### src/rtl/spi_shift_engine.sv
// rtl/spi_shift_engine.sv - SPI master byte shift engine; optional chip-select hold under SPI_CS_HOLD_EN
`timescale 1ns/1ps

module spi_shift_engine #(
    parameter int CLOCK_WIDTH = 8
) (
    input  logic                   clk,
    input  logic                   rst,
    input  logic                   enable,
    input  logic [CLOCK_WIDTH-1:0] clockScale,
    input  logic                   cpol,
    input  logic                   cpha,
    input  logic                   msbFirst,
    input  logic                   start,
    input  logic [7:0]             dataIn,
    output logic                   busy,
    output logic                   done,
    output logic [7:0]             dataOut,
    output logic                   spi_en,
    output logic                   spi_clk,
    output logic                   spi_mosi,
    input  logic                   spi_miso,
    output logic                   spi_cs
`ifdef SPI_CS_HOLD_EN
    ,
    input  logic                   csHold
`endif
);

    typedef enum logic [1:0] {IDLE, SETUP, SHIFT, FINISH} state_t;

    state_t state, state_next;

    logic [CLOCK_WIDTH-1:0] div_cnt;
    logic [CLOCK_WIDTH-1:0] lat_scale;
    logic [3:0]             half_cnt;
    logic                   lat_cpol;
    logic                   lat_cpha;
    logic                   lat_msb;
    logic [7:0]             tx_shift;
    logic [7:0]             rx_shift;
    logic                   mosi_r;
    logic                   sck_r;
    logic                   run_ok;
    logic                   cs_held;

    logic                   accept;
    logic                   half_end;
    logic                   last_half;
    logic                   sck_edge;
    logic [3:0]             edge_idx;
    logic                   edge_lead;
    logic                   shift_tx;
    logic                   sample_rx;

    function automatic logic first_bit(input logic [7:0] b, input logic msb);
        return msb ? b[7] : b[0];
    endfunction

    function automatic logic [7:0] drop_bit(input logic [7:0] b, input logic msb);
        return msb ? {b[6:0], 1'b0} : {1'b0, b[7:1]};
    endfunction

    // Edge k of 16 happens at the start of half-period k; even k is a leading edge.
    always_comb begin
        half_end  = (div_cnt == lat_scale);
        last_half = (half_cnt == 4'd15);
        accept    = (state == IDLE) && start && enable;
        sck_edge  = 1'b0;
        edge_idx  = 4'd0;
        if (state == SETUP && half_end) begin
            sck_edge = 1'b1;
            edge_idx = 4'd0;
        end else if (state == SHIFT && half_end && !last_half) begin
            sck_edge = 1'b1;
            edge_idx = half_cnt + 4'd1;
        end
        edge_lead = ~edge_idx[0];
        sample_rx = sck_edge && (lat_cpha ? !edge_lead : edge_lead);
        shift_tx  = sck_edge && (lat_cpha ? edge_lead : (!edge_lead && edge_idx != 4'd15));
    end

    always_ff @(posedge clk or posedge rst) begin
        if (rst) begin
            state <= IDLE;
        end else begin
            state <= state_next;
        end
    end

    always_comb begin
        state_next = state;
        case (state)
            IDLE:    if (accept) state_next = SETUP;
            SETUP:   if (half_end) state_next = SHIFT;
            SHIFT:   if (half_end && last_half) state_next = FINISH;
            FINISH:  state_next = IDLE;
            default: state_next = IDLE;
        endcase
        if (!enable) begin
            state_next = IDLE;
        end
    end

    always_ff @(posedge clk or posedge rst) begin
        if (rst) begin
            div_cnt   <= '0;
            lat_scale <= '0;
            half_cnt  <= 4'd0;
            lat_cpol  <= 1'b0;
            lat_cpha  <= 1'b0;
            lat_msb   <= 1'b0;
            tx_shift  <= 8'h00;
            rx_shift  <= 8'h00;
            mosi_r    <= 1'b0;
            sck_r     <= 1'b0;
            run_ok    <= 1'b0;
            dataOut   <= 8'h00;
        end else begin
            run_ok <= 1'b1;
            if (accept) begin
                lat_scale <= clockScale;
                lat_cpol  <= cpol;
                lat_cpha  <= cpha;
                lat_msb   <= msbFirst;
                div_cnt   <= '0;
                half_cnt  <= 4'd0;
                sck_r     <= cpol;
                rx_shift  <= 8'h00;
                // With cpha=0 the first bit must already be on the line during SETUP.
                if (cpha) begin
                    tx_shift <= dataIn;
                    mosi_r   <= 1'b0;
                end else begin
                    tx_shift <= drop_bit(dataIn, msbFirst);
                    mosi_r   <= first_bit(dataIn, msbFirst);
                end
            end else if (state == SETUP || state == SHIFT) begin
                div_cnt <= half_end ? '0 : div_cnt + 1'b1;
                if (state == SHIFT && half_end) begin
                    half_cnt <= half_cnt + 4'd1;
                end
                if (sck_edge) begin
                    sck_r <= ~sck_r;
                end
                if (shift_tx) begin
                    mosi_r   <= first_bit(tx_shift, lat_msb);
                    tx_shift <= drop_bit(tx_shift, lat_msb);
                end
                if (sample_rx) begin
                    rx_shift <= lat_msb ? {rx_shift[6:0], spi_miso} : {spi_miso, rx_shift[7:1]};
                end
                if (state == SHIFT && state_next == FINISH) begin
                    dataOut <= rx_shift;
                end
            end else begin
                div_cnt  <= '0;
                half_cnt <= 4'd0;
            end
        end
    end

`ifdef SPI_CS_HOLD_EN
    // Chip select stays asserted after a transfer while csHold is requested at FINISH.
    always_ff @(posedge clk or posedge rst) begin
        if (rst) begin
            cs_held <= 1'b0;
        end else if (state == FINISH) begin
            cs_held <= csHold && enable;
        end else if (!csHold || !enable) begin
            cs_held <= 1'b0;
        end
    end
`else
    assign cs_held = 1'b0;
`endif

    assign busy     = (state != IDLE);
    assign done     = (state == FINISH);
    assign spi_en   = enable;
    assign spi_cs   = (state == IDLE) ? ~cs_held : 1'b0;
    assign spi_mosi = (state == IDLE) ? 1'b0 : mosi_r;
    assign spi_clk  = (state == IDLE) ? (cpol & run_ok) : sck_r;

endmodule

### config.mk
export PLATFORM = sky130hd
export DESIGN_NAME = spi_shift_engine
export DESIGN_NICKNAME = d
export VERILOG_FILES = /design/src/rtl/spi_shift_engine.sv
export SDC_FILE = /design/constraint.sdc
export NUM_CORES = 1
export LEC_CHECK = 0
export ABC_AREA = 0
export CORE_MARGIN = 2
export CORE_UTILIZATION = 40
export CTS_CLUSTER_SIZE = 8
export DETAILED_ROUTE_END_ITERATION = 7
export GPL_ROUTABILITY_DRIVEN = 0
export SLEW_MARGIN = 20
export SYNTH_ARGS = -nofsm -noshare
export SYNTH_HDL_FRONTEND = slang
export SYNTH_SLANG_ARGS = --single-unit
export TNS_END_PERCENT = 30
### constraint.sdc
create_clock -name clk -period 1.79 [get_ports clk]
set_input_delay 0.2685 -clock clk [delete_from_list [all_inputs] [get_ports clk]]
set_output_delay 0.2685 -clock clk [all_outputs]
set_load 0.01 [all_outputs]
==> results.env, run 1 <==
WORST_SKEW_PAIR.LATE_LATENCY_NS=0.32
NUM-FILL-CELLS=642
CLOCK-ROOT-BUFFER='sky130_fd_sc_hd__clkbuf_8'
R2R_SETUP_SLACK_NS=-0.06
OUTCOME='finished with violations'
TIMING.REG2REG.WORST_PATH_DEPTH=8
SYNTH_TOP_CELLS_BY_AREA='sky130_fd_sc_hd__dfrtp_1, sky130_fd_sc_hd__mux2i_1, sky130_fd_sc_hd__mux2_2, sky130_fd_sc_hd__nand2_1, sky130_fd_sc_hd__a21oi_1'
WORST-ENDPOINT-ARRIVAL_NS=2.06
DIE-AREA_SQ_UM=7940
CLOCK_TREE.BUFFER_DEPTH=2
PLACEMENT.SETUP.WORST_SLACK_NS=-0.126
CRIT_REQUIRED_NS=2.00
SINK_COUNT=51
START_UTIL_PCT=40.6
CTS_BUFFERS=5
FINISH.INSTANCE_AREA_SQ_UM=4120
SYNTHCELLS=293
DR.PASS1.ITERS=4
CRITPATHLAUNCHTYPE='flip-flop'
CORE_SQ_UM=7140
PATH_MAX_FANOUT=4
DIE_Y_MICRONS=89.1
N_ANTENNA_CELL=0
INITIALDRTVIOLATIONCOUNT=65
FINAL_MIN_PERIOD_OVER_CLOCK_PERIOD_PCT=104
NNETSFINAL=392
GRT_START_MAX_NET_PINS=52
CRITICAL_PATH_CLASS='flip-flop to flip-flop'
MAXCAPVIOLATIONS=0
POST_DR_VIAS_CELL=5.34
CRITICAL_PATH.ENDPOINT_TYPE='flip-flop'
DPL-INSTANCE-AREA_SQ_UM=3610
VIA_COUNT_OF_THE_FIRST_GLOBAL_ROUTING_PASS=2334
SYNTHDOMINANTAREACELLTYPE='sky130_fd_sc_hd__dfrtp_1'
DIE_W_MICRONS=89.1
P_PER_CELL_AREA_nW_PER_UM2=1120
ROW_COUNT=31
TIMING.FINAL.SETUP_VIOLATIONS=16
GRT_ANTENNA_BEFORE_REPAIR=0
GRT_SETUP_UNREPAIRED='true'
FAILING_CHECKS='negative setup slack'
YOSYS_REGISTER_BITS=51
TRACK_USAGE_PCT=17.8
SYN2LAYOUT_AREA_GROWTH_PCT=42.1
NUMPORTBUFFERS=37
LEAKAGE_uW=0.00183
CTS.HOLD.BUFFERS_ADDED=0
MAX-VDD-IR-DROP_mV=0.507
SYNTH_TOP_AREA_SHARE_PCT=44.1
ACHIEVABLE-FREQUENCY_MHz=540
GRT_PASS1_WL_MICRONS=11100
ROUTE.DETAILED.WL_PER_INST_MICRONS=15.2
DESIGN.PORTCOUNT=38
SYNTH_AREA_SQ_UM=2900
HOLDWS_NS=0.292
NUMBER_OF_DISTINCT_LIBRARY_CELLS_AFTER_SYNTHESIS=45
WORSTHOLDPATHTYPE='input port to async pin'
DETAILROUTE.VIA_COUNT=2467
CTS_TREE='yes'
POST_SYNTH.CELL_AREA_AVG_SQ_UM=9.89
POSTLAYOUTSETUPSLACKWORST_NS=-0.0631
SYNTHESIS.YOSYS.WARNINGS=0
YOSYSSEQAREASHARE_PCT=44.1
CLOCK_SKEWS_NS=0.0143
WL_MICRONS=7050
FINAL-MAX-SLEW-VIOLATION-COUNT=0
CTS-HTREE-LEVELS=2
GRT_OVERFLOW=0
SYNTH_NETS=323
PATH_CLK_SLEW_NS=0.11
FINAL_HOLD_VIOL_COUNT=0
HPWL_MICRONS=4630
REMAINING_DRC_ERRORS=0
FIN_CRIT_NS=1.85
POST_DETAILED_ROUTE_COUNT_OF_ANTENNA_VIOLATING_NETS=0
POST_ROUTE_CELLS_DRIVE_ABOVE_1_SHARE_PCT=33.3
[layout by cell type (no fill, tap or decap), types with 7 or more instances in the layout]
master / instances
sky130_fd_sc_hd__dfrtp_1: 48
sky130_fd_sc_hd__nand2_1: 37
sky130_fd_sc_hd__buf_4: 33
sky130_fd_sc_hd__clkdlybuf4s50_1: 32
sky130_fd_sc_hd__nor2_1: 23
sky130_fd_sc_hd__mux2i_1: 17
sky130_fd_sc_hd__a21oi_1: 16
sky130_fd_sc_hd__mux2_2: 12
sky130_fd_sc_hd__nand3_1: 9
sky130_fd_sc_hd__xor2_1: 7
[state kept, by name (all words and copies together), names as in the netlist]
register	count
dataOut	8
div_cnt	8
half_cnt	4
lat_cpha	1
lat_msb	1
lat_scale	8
mosi_r	1
run_ok	1
rx_shift	8
sck_r	1
state	2
tx_shift	8
[cell usage after synthesis (all sizes together)]
cell / n
dfrtp: 51
nand2: 39
nor2: 24
a21oi: 22
mux2i: 17
mux2: 15
buf: 11
nand3: 11
xnor2: 11
inv: 9
a311oi: 8
clkbuf: 8
xor2: 7
and3: 6
ha: 6
o22ai: 6
o31ai: 6
nand4: 4
nor3: 3
nor4: 3
o21ai: 3
a21boi: 2
a311o: 2
a31o: 2
a32oi: 2
and4: 2
a21o: 1
a22oi: 1
a32o: 1
a41o: 1
a41oi: 1
and3b: 1
conb: 1
nand2b: 1
nand4b: 1
nor2b: 1
nor3b: 1
o2111ai: 1
o311a: 1
[logic make-up after synthesis]
family                   share of synthesized area [%]
XOR/XNOR                                          5.44
buffers and inverters                             5.10
multiplexers                                      11.7
AND/OR/NAND/NOR                                   16.0
adder cells (fa/ha/maj)                           2.59
other                                            0.129
AO/OA/AOI/OAI                                     14.9
flip-flops                                        44.1
[metal layers]
metal | part of all wire (%) | GRT usage (%) | vias to the layer above
met1 | 45 | 24.0 | 1211
met2 | 49 | 30.1 | 59
met4 | 1.1 | 4.21 | 0
met3 | 4.1 | 2.95 | 8
met5 | 0 | 0 | -
li1 | - | - | 1189
[worst paths after layout]
check,from,endpoint
worst max-delay path,state[1]$_DFF_PP0_,tx_shift[7]$_DFFE_PP0P_
max in group asynchronous,rst,half_cnt[0]$_DFFE_PP0P_
worst min register to register,lat_scale[3]$_DFFE_PP0P_,lat_scale[3]$_DFFE_PP0P_
worst max register to register,state[1]$_DFF_PP0_,tx_shift[7]$_DFFE_PP0P_
worst min-delay path,rst,dataOut[4]$_DFFE_PP0P_
min in group clk,clockScale[7],lat_scale[7]$_DFFE_PP0P_
[where the power goes]
group	internal, uW	total [uW]	switching [uW]
Clock	301	744	443
Sequential	1410	1710	299
Combinational	1100	2170	1070
Total	2810	4620	1810
[critical path, cell delays in order (launching register included)]
cell and delay (ns):
sky130_fd_sc_hd__dfrtp_1 0.39, sky130_fd_sc_hd__inv_2 0.07, sky130_fd_sc_hd__buf_4 0.14, sky130_fd_sc_hd__ha_4 0.18
sky130_fd_sc_hd__nor2_4 0.08, sky130_fd_sc_hd__and3_4 0.23, sky130_fd_sc_hd__a32o_2 0.26, sky130_fd_sc_hd__nand2_2 0.08
sky130_fd_sc_hd__a311o_1 0.34
[timing repair]
action,in CTS,in global routing
pin swaps,1,23
gates resized for setup,19,49
cloned,1,1
setup buffers,3,5
endpoints found under the setup margin,30,31
[per-stage QoR]
stage / utilization [%] / power (uW) / std cells / TNS (ns)
finish: 57.7 / 4620 / 462 / -0.255
global route: 57.7 / 4910 / 462 / -1.47
CTS: 53.2 / 4270 / 457 / -0.629
detailed placement: 50.5 / 3400 / 445 / -2.22
global placement: 50.5 / 3380 / 445 / -1.14
floorplan: - / 2820 / 293 / 0
[layout make-up]
type / count / area (sq um) / share of cell area (%)
clock buffers: 5 / 68.8 / 1.67
clock inverters: 3 / 31.3 / 0.760
inverters: 9 / 33.8 / 0.821
multi-input cells: 215 / 1810 / 44.1
flip-flops and latches: 51 / 1280 / 31.1
well taps: 99 / 124 / 3.01
repair buffers: 80 / 764 / 18.6
No activity file was read; power rests on OpenSTA's default activity.
==> inputs of run 2 (changes only) <==
--- a/config.mk
+++ b/config.mk
@@ -8,6 +8,7 @@
 export ABC_AREA = 0
 export CORE_MARGIN = 2
 export CORE_UTILIZATION = 40
+export CTS_BUF_LIST = sky130_fd_sc_hd__clkbuf_8
 export CTS_CLUSTER_SIZE = 8
 export DETAILED_ROUTE_END_ITERATION = 7
 export GPL_ROUTABILITY_DRIVEN = 0
==> results of run 2 <==
No change in the layout: final DEF, timing and power equal those of run 1.
==> inputs of run 3 (changes only) <==
--- a/config.mk
+++ b/config.mk
@@ -5,13 +5,12 @@
 export SDC_FILE = /design/constraint.sdc
 export NUM_CORES = 1
 export LEC_CHECK = 0
-export ABC_AREA = 0
-export CORE_MARGIN = 2
 export CORE_UTILIZATION = 40
 export CTS_BUF_LIST = sky130_fd_sc_hd__clkbuf_8
 export CTS_CLUSTER_SIZE = 8
 export DETAILED_ROUTE_END_ITERATION = 7
 export GPL_ROUTABILITY_DRIVEN = 0
+export SETUP_SLACK_MARGIN = 0.4
 export SLEW_MARGIN = 20
 export SYNTH_ARGS = -nofsm -noshare
 export SYNTH_HDL_FRONTEND = slang
==> run 3 against run 2 <==
Compared with the run above: the run still ends with negative setup slack left; cell count increased by 0.65%; core utilization increased by 3.1 points; wire length increased by 3.7%; critical endpoint is now tx_shift[1]$_DFFE_PP0P_.
==> results.env, run 3 (same netlist as run 1, synthesis figures left out) <==
CRIT_PATH_CELL_TRACE='buf_4 > ha_4 > nor2_2 > and3_4 > a32oi_4 > buf_6 > o31ai_4 > o22ai_2'
POST_DETAILED_ROUTE_COUNT_OF_ANTENNA_VIOLATING_NETS=0
CLOCK_SKEWS_NS=0.0107
POST-PLACE-CELLS=439
TRACK_USAGE_PCT=19.4
TIMING.FINAL.SETUP_VIOLATIONS=11
GRT_OVERFLOW=0
MOSTFREQUENTLAYOUTCELL='sky130_fd_sc_hd__dfrtp_1'
GRT_ANTENNA_BEFORE_REPAIR=0
SINK_COUNT=51
DIE_W_MICRONS=87.1
ACHIEVABLE-FREQUENCY_MHz=551
WORST_REG2REG_ENDPOINT='tx_shift[1]$_DFFE_PP0P_'
FAILING_CHECKS='negative setup slack'
INITIALDRTVIOLATIONCOUNT=91
LEAKAGE_uW=0.00192
CPMAXSTAGEDELAYCELL='sky130_fd_sc_hd__dfrtp_1'
DIE_Y_MICRONS=87.1
SYN2LAYOUT_AREA_GROWTH_PCT=44.9
CRIT_REQUIRED_NS=1.98
CRITPATHLAUNCHTYPE='flip-flop'
WORST-ENDPOINT-ARRIVAL_NS=2.00
NNETSFINAL=398
DR.PASS1.ITERS=4
PLACEMENT.SETUP.WORST_SLACK_NS=-0.139
WL_MICRONS=7300
CORE_SQ_UM=6910
RR_STARTPOINT='state[0]$_DFF_PP0_'
DIE-AREA_SQ_UM=7590
SETUP_TOTAL_NEGATIVE_SLACK_NS=-0.191
POWER.COMBINATIONAL.FRACTION_PCT=49.1
N_ANTENNA_CELL=0
START_UTIL_PCT=41.9
GRT_START_MAX_NET_PINS=52
FINAL_HOLD_VIOL_COUNT=0
CTS_BUFFERS=5
NETSWITCHINGFRACTION_PCT=39.5
VIA_COUNT_OF_THE_FIRST_GLOBAL_ROUTING_PASS=2384
TIMING.CRITICAL_PATH.SLOWEST_CELL_DELAY_NS=0.41
ROW_COUNT=30
GRT_PASS1_WL_MICRONS=11400
PATH_CLK_SLEW_NS=0.10
PATH_MAX_FANOUT=6
WORST_PATH_DOMINANT_CELL_FAMILY='compound AO/OA/AOI/OAI gates'
FINAL-MAX-SLEW-VIOLATION-COUNT=0
POST_ROUTE_CELLS_DRIVE_ABOVE_1_SHARE_PCT=38.5
P_PER_CELL_AREA_nW_PER_UM2=1130
MAXCAPVIOLATIONS=0
OUTCOME='finished with violations'
SUM_OF_BUFFERS_AND_INVERTERS_ON_THE_CRITICAL_PATH=2
FINAL_STANDARD_CELL_COUNT_WITH_TAPS_INCLUDED_AND_FILLERS_EXCLUDED=465
PWR-SHARE-CLK_PCT=14.6
SEQUENTIALPOWERSHARE_PCT=36.3
P_INT_uW=2860
NUMPORTBUFFERS=37
R2R_SETUP_SLACK_NS=-0.03
CRITICAL_PATH.ENDPOINT_TYPE='flip-flop'
WORSTHOLDPATHTYPE='input port to async pin'
POST_DR_VIAS_CELL=5.35
FIN_CRIT_NS=1.82
NUM-FILL-CELLS=591
DESIGN.PORTCOUNT=38
POSTLAYOUTSETUPSLACKWORST_NS=-0.0253
CLOCK-ROOT-BUFFER='sky130_fd_sc_hd__clkbuf_8'
GRT_SETUP_UNREPAIRED='true'
CLOCK_TREE.BUFFER_DEPTH=2
MAX-VDD-IR-DROP_mV=0.712
FINAL_MIN_PERIOD_OVER_CLOCK_PERIOD_PCT=101
LAYOUT_COMMON_CELLS='sky130_fd_sc_hd__dfrtp_1, sky130_fd_sc_hd__nand2_1, sky130_fd_sc_hd__buf_4'
SWITCHING_POWER_uW=1870
HOLDWS_NS=0.308
CTS-HTREE-LEVELS=2
CTS_TREE='yes'
WORST_SKEW_PAIR.LATE_LATENCY_NS=0.32
ROUTE.DETAILED.WL_PER_INST_MICRONS=15.7
HPWL_MICRONS=4730
CRITICAL_PATH_CLASS='flip-flop to flip-flop'
REMAINING_DRC_ERRORS=0
TIMING.REG2REG.WORST_PATH_DEPTH=8
DETAILROUTE.VIA_COUNT=2490
## run 3: cell count changes in the layout (fill, tap and decap cells not counted), sizes merged
cell | previous run | this run
buf | 42 | 53
clkdlybuf4s50 | 32 | 23
dlygate4sd2 | 5 | 8
clkdlybuf4s15 | 0 | 1
clkinvlp | 0 | 1
inv | 12 | 11
## run 3: worst max path at each step
stage / slack, ns / end / depth (start not counted) / start
CTS: -0.04 / dataOut[0]$_DFFE_PP0P_ / 5 / state[1]$_DFF_PP0_
detailed placement: -0.14 / dataOut[0]$_DFFE_PP0P_ / 5 / enable
finish: -0.03 / tx_shift[1]$_DFFE_PP0P_ / 8 / state[0]$_DFF_PP0_
floorplan: 0.02 / mosi_r$_DFFE_PP0P_ / 8 / state[0]$_DFF_PP0_
global placement: -0.13 / dataOut[0]$_DFFE_PP0P_ / 5 / enable
global route: -0.11 / tx_shift[5]$_DFFE_PP0P_ / 8 / state[0]$_DFF_PP0_
## run 3: tightest hold or removal path: stages
cell and delay [ns]:
sky130_fd_sc_hd__clkdlybuf4s50_1 0.41, sky130_fd_sc_hd__inv_2 0.07, sky130_fd_sc_hd__buf_12 0.27
## run 3: power groups by stage
stage / Sequential [uW] / Clock (uW) / Combinational (uW)
after detailed placement: 1690 / 0 / 1720
final: 1720 / 688 / 2320
after floorplan: 1600 / 0 / 1280
after global routing: 1760 / 750 / 2520
after global placement: 1680 / 0 / 1690
after CTS: 1670 / 709 / 1960
## run 3: area by class of cell
type	count	area, sq um	share of cell area (%)
Timing Repair Buffer	86	808	19.3
Inverter	9	33.8	0.805
Tap cell	96	120	2.86
Sequential cell	51	1280	30.5
Clock inverter	3	20.0	0.477
Multi-Input combinational cell	215	1870	44.5
Clock buffer	5	68.8	1.64
## run 3: through the flow
| stage | cell area (sq um) | power [uW] | util [%] |
|---|---|---|---|
| after floorplan | 2980 | 2880 | - |
| after global routing | 4200 | 5030 | 60.8 |
| after global placement | 3630 | 3370 | 52.5 |
| after detailed placement | 3630 | 3410 | 52.5 |
| after CTS | 3870 | 4340 | 56.1 |
| final | 4200 | 4730 | 60.8 |
## run 3: metal layers
metal / GRT usage, % / share of wire (%)
met1: 26.8 / 47
met2: 31.6 / 48
met3: 2.94 / 3.0
met4: 5.51 / 2.0
met5: 0 / 0
## run 3: timing repair
action / in CTS / in global routing
setup buffers: 7 / 9
setup endpoints to repair: 64 / 55
pin swaps: 7 / 25
gates resized for setup: 62 / 44
cloned: 0 / 2
hold buffers: 0 / 0
==> RTL edit 1, RTL diff (flow settings as in run 2) <==
Re-encode `state_t` (4 states) as one-hot, 4 bits wide.
--- a/src/rtl/spi_shift_engine.sv
+++ b/src/rtl/spi_shift_engine.sv
@@ -28,5 +28,5 @@
 );
 
-    typedef enum logic [1:0] {IDLE, SETUP, SHIFT, FINISH} state_t;
+    typedef enum logic [3:0] {IDLE = 4'b0001, SETUP = 4'b0010, SHIFT = 4'b0100, FINISH = 4'b1000} state_t;
 
     state_t state, state_next;
Check against the original RTL: same outputs for any inputs over 10 cycles, from zero or initial values and one cycle with rst high; not proved beyond that.
==> RTL edit 1 against run 2 <==
  * The flow still finishes with violations (negative setup slack)
  * Setup slack got worse by 0.43 ns
  * Sequential cell count increased by 2
  * Routed wire length decreased by 11%
  * Design area decreased by 3.9%
  * Synthesized cell count decreased by 3.1%
  * Area after synthesis decreased by 2.4%
Power is not compared: it rests on default switching activity, and its combinational part moved more than twofold at a synthesized area within 25%.
==> RTL edit 1: results (changes against run 2) <==
Netlist cell types - 47 (+4.4%)
Terminus of the critical flop-to-flop path - rx_shift[7]$_DFFE_PP0P_
Detail Route met2 WL - 2.99 mm (-14%)
Worst Reg2Reg Path Length in Cells - 7 (-1)
Synth Area in Adders - 0.00885 (-0.0171)
First-pass GRT wire length - 10.8 mm (-3.0%)
DR vias - 2334 (-5.4%)
Clock Skew - 0.00755 ns (-0.00673 ns)
Metal1 wirelength - 2.98 mm (-7.0%)
Register area share after synthesis - 0.470 (+0.0291)
Slowest cell on the critical path - or4b_4
Placement Setup Slack - -0.608 ns (-0.482 ns)
Gr usage total - 0.176 (-0.00206)
Worst path arrival time - 2.48 ns (+0.42 ns)
Status - finished, violations left
Final worst slack - -0.490 ns (-0.427 ns)
Final nets - 391 (-0.26%)
Setup-failing EPs final - 21 (+5)
Syn Nets - 310 (-4.0%)
Largest net degree at the start of global routing - 54 (+3.8%)
Mux share of post-synthesis cell area - 0.117 (-0.000197)
Met2 Resource Use GR - 0.289 (-0.0118)
GRT met3 Usage - 0.0302 (+0.000613)
Placed insts - 450 (+1.1%)
Met3 wire len - 241 um (-16%)
Ratio of cells with drive above 1 in the final layout - 0.314 (-0.0191)
Routed WL per cell - 13.6 um (-11%)
Post-synth top cells - 60 x nand2_1, 52 x dfrtp_1, 18 x mux2i_1, 18 x nor2_1
Initial DRC count - 75 (+15%)
Clk slew on worst S/H paths - 0.09 ns (-0.02 ns)
GR Layer Usage met1 - 0.241 (+0.000884)
Failing checks - negative setup slack
Clock latency on the worst-skew pair - 0.30 ns (-0.02 ns)
DP HPWL - 4.45 mm (-3.9%)
Placed cell areas - 3650 um2 (+1.3%)
Worst-path maximum fanout - 6 (+2)
Crit path max-delay family - simple AND/OR/NAND/NOR gates
XOR/XNOR Fraction of Synth Area - 0.0465 (-0.00795)
==> RTL edit 1: cell types whose count changed in the layout (fill, tap and decap cells not counted), moves of 7 or more <==
cell            run 2  this run
nor2_1             23        11
nand2_1            37        53
buf_6               6        13
a21oi_1            16         5
==> RTL edit 1: cell type report <==
| cell class | count | area [um2] |
|---|---|---|
| sequential | 53 | 1330 |
| clock buffer | 5 | 68.8 |
| tap | 96 | 120 |
| clock inverter | 3 | 13.8 |
| multi-input combinational | 211 | 1560 |
| fill | 622 | 2870 |
| inverter | 7 | 26.3 |
| timing repair buffer | 87 | 843 |
==> RTL edit 1: cells by family (layout without fill, tap and decap cells) <==
family / Yosys count / after routing
DFF: 53 / 53
AOI/OAI and AO/OA: 49 / 49
and+or+nand+nor: 113 / 113
other: 1 / 1
xor gates and xnor gates: 15 / 15
muxes: 31 / 31
buffers and inverters: 20 / 102
adders and majority gates: 2 / 2
==> RTL edit 1: repair_timing <==
action                                  in CTS  in global routing
gates resized for setup                     46                 28
pin swaps                                   10                  9
endpoints found under the setup margin      48                 50
gates cloned                                 1                  0
buffers inserted                             5                  0
==> RTL edit 1: how the worst min path moves through the flow <==
stage / cells past startpoint / endpoint / slack, ns / start
after floorplan: 1 / state[0]$_DFF_PP1_ / 0.34 / enable
after global placement: 2 / lat_scale[3]$_DFFE_PP0N_ / 0.48 / lat_scale[3]$_DFFE_PP0N_
after detailed placement: 2 / lat_scale[6]$_DFFE_PP0N_ / 0.49 / lat_scale[6]$_DFFE_PP0N_
after CTS: 3 / div_cnt[0]$_DFF_PP0_ / 0.34 / rst
after global routing: 3 / div_cnt[0]$_DFF_PP0_ / 0.35 / rst
final: 3 / half_cnt[2]$_DFFE_PP0P_ / 0.32 / rst
==> RTL edit 2, RTL diff (flow settings as in run 2) <==
Made on the original files. Add a define of `SPI_CS_HOLD_EN`.
--- a/src/rtl/spi_shift_engine.sv
+++ b/src/rtl/spi_shift_engine.sv
@@ -1,4 +1,6 @@
 // rtl/spi_shift_engine.sv - SPI master byte shift engine; optional chip-select hold under SPI_CS_HOLD_EN
 `timescale 1ns/1ps
+
+`define SPI_CS_HOLD_EN
 
 module spi_shift_engine #(
Ports: changed (added csHold); port bits go from 38 to 39. No check against the original RTL was run, so the function may have changed too.
==> RTL edit 2 against run 2 <==
  * Via count decreased by 9.9%
  * The flow still finishes with violations (negative setup slack)
  * Sequential cell count increased by 1
  * Design area decreased by 7.8%
  * Routed wire length decreased by 16%
  * Area after synthesis decreased by 2.9%
  * Total power decreased by 5.4%
  * Setup slack got worse by 0.15 ns
  * Utilization decreased by 1.8 points
  * Critical path type unchanged
==> RTL edit 2: results (changes against run 2) <==
Post-CTS sizing - 22 (+3)
Terminus of the critical flop-to-flop path - tx_shift[2]$_DFFE_PP0P_
Worst Setup SP - state[0]$_DFF_PP0_
Status - finished, violations left
Worst Reg2Reg Path Length in Cells - 9 (+1)
Final worst slack - -0.215 ns (-0.151 ns)
DR vias - 2223 (-9.9%)
DP HPWL - 4.24 mm (-8.3%)
First-pass GRT wire length - 10.1 mm (-9.6%)
Worst path arrival time - 2.21 ns (+0.15 ns)
Post-synth top cells - 52 x dfrtp_1, 46 x nand2_1, 23 x mux2i_1
Register area share after synthesis - 0.463 (+0.0220)
Setup bufs post-CTS - 2 (-1)
Post-Synthesis Cells - 281 (-4.1%)
Final TNS setup - -3.77 ns (-3.52 ns)
Initial DRC count - 50 (-23%)
Fin cells - 451 (-2.4%)
Sw power - 1600 uW (-11%)
Final nets - 385 (-1.8%)
Maximum VDD drop - 0.000414 V (-18%)
Top cell type's share of synthesized area - 0.463 (+0.0220)
R2r startpoint - state[0]$_DFF_PP0_
Setup-failing EPs final - 29 (+13)
Gr usage total - 0.167 (-0.0115)
Clock Skew - 0.00796 ns (-0.00632 ns)
Largest cells by area after synthesis - dfrtp_1 46%, mux2i_1 8.2%, nand2_1 6.1%
Initial antenna violation count - 0 (unchanged)
Ratio of cells with drive above 1 in the final layout - 0.285 (-0.0488)
H-tree Lvls - 2 (unchanged)
Netlist cell types - 43 (-4.4%)
Port Buf Inserts - 38 (+2.7%)
Largest net degree at the start of global routing - 53 (+1.9%)
Crit-path max cell delay - 0.45 ns (+0.06 ns)
CTS max path bufs - 2 (unchanged)
Placed cell areas - 3540 um2 (-1.8%)
Failing checks - negative setup slack
Worst-path maximum fanout - 5 (+1)
Synth async-reset ratio - 1.00 (unchanged)
WHS - 0.306 ns (+0.0143 ns)
Syn Nets - 312 (-3.4%)
Placement Setup Slack - -0.341 ns (-0.215 ns)
Routed WL per cell - 13.2 um (-13%)
Placed insts - 436 (-2.0%)
P_leak - 0.00177 uW (-3.3%)
RTL edit 2: critical path: cells and delay by family, from the launching register on:
family	cells	cell delay, ns
compound gates	3	0.65
fa+ha+maj	1	0.14
buf+inv	3	0.34
flops	1	0.45
mux	1	0.22
simple gates	1	0.08
RTL edit 2: metal layers:
metal  GRT usage  vias to the layer above  part of all wire
li1            -                     1111                 -
met1       0.220                     1071              0.48
met2       0.273                       32              0.47
met3      0.0320                        9             0.027
met4      0.0615                        0             0.018
met5           0                        -                 0
RTL edit 2: power groups by stage:
stage               combinational, uW  sequential, uW  clock (uW)
floorplan                        1120            1590           0
global placement                 1760            1650           0
detailed placement               1770            1660           0
CTS                              1860            1640         709
global route                     2240            1690         761
finish                           2040            1650         685
RTL edit 2: kinds of logic after synthesis:
kind of cell / synth area share
and+or+nand+nor: 0.167
adders and majority gates: 0.0267
muxes: 0.153
buffers and inverters: 0.0365
other: 0.00133
DFF: 0.463
xor gates and xnor gates: 0.0560
AOI/OAI and AO/OA: 0.0974
RTL edit 2: worst max path at each step:
stage	cells after the start	end	slack [ns]
final	9	tx_shift[2]$_DFFE_PP0P_	-0.21
after global routing	9	tx_shift[2]$_DFFE_PP0P_	-0.33
after CTS	6	dataOut[0]$_DFFE_PP0P_	-0.15
after detailed placement	6	dataOut[7]$_DFFE_PP0P_	-0.34
after global placement	5	dataOut[7]$_DFFE_PP0P_	-0.35
after floorplan	8	dataOut[0]$_DFFE_PP0P_	-0.16
RTL edit 2: area by class of cell:
| cell class | instances | area, um2 |
|---|---|---|
| inverter | 6 | 22.5 |
| timing repair buffer | 82 | 736 |
| tap | 96 | 120 |
| fill | 633 | 3000 |
| multi-input combinational | 207 | 1530 |
| clock inverter | 3 | 21.3 |
| clock buffer | 5 | 68.8 |
| sequential | 52 | 1300 |
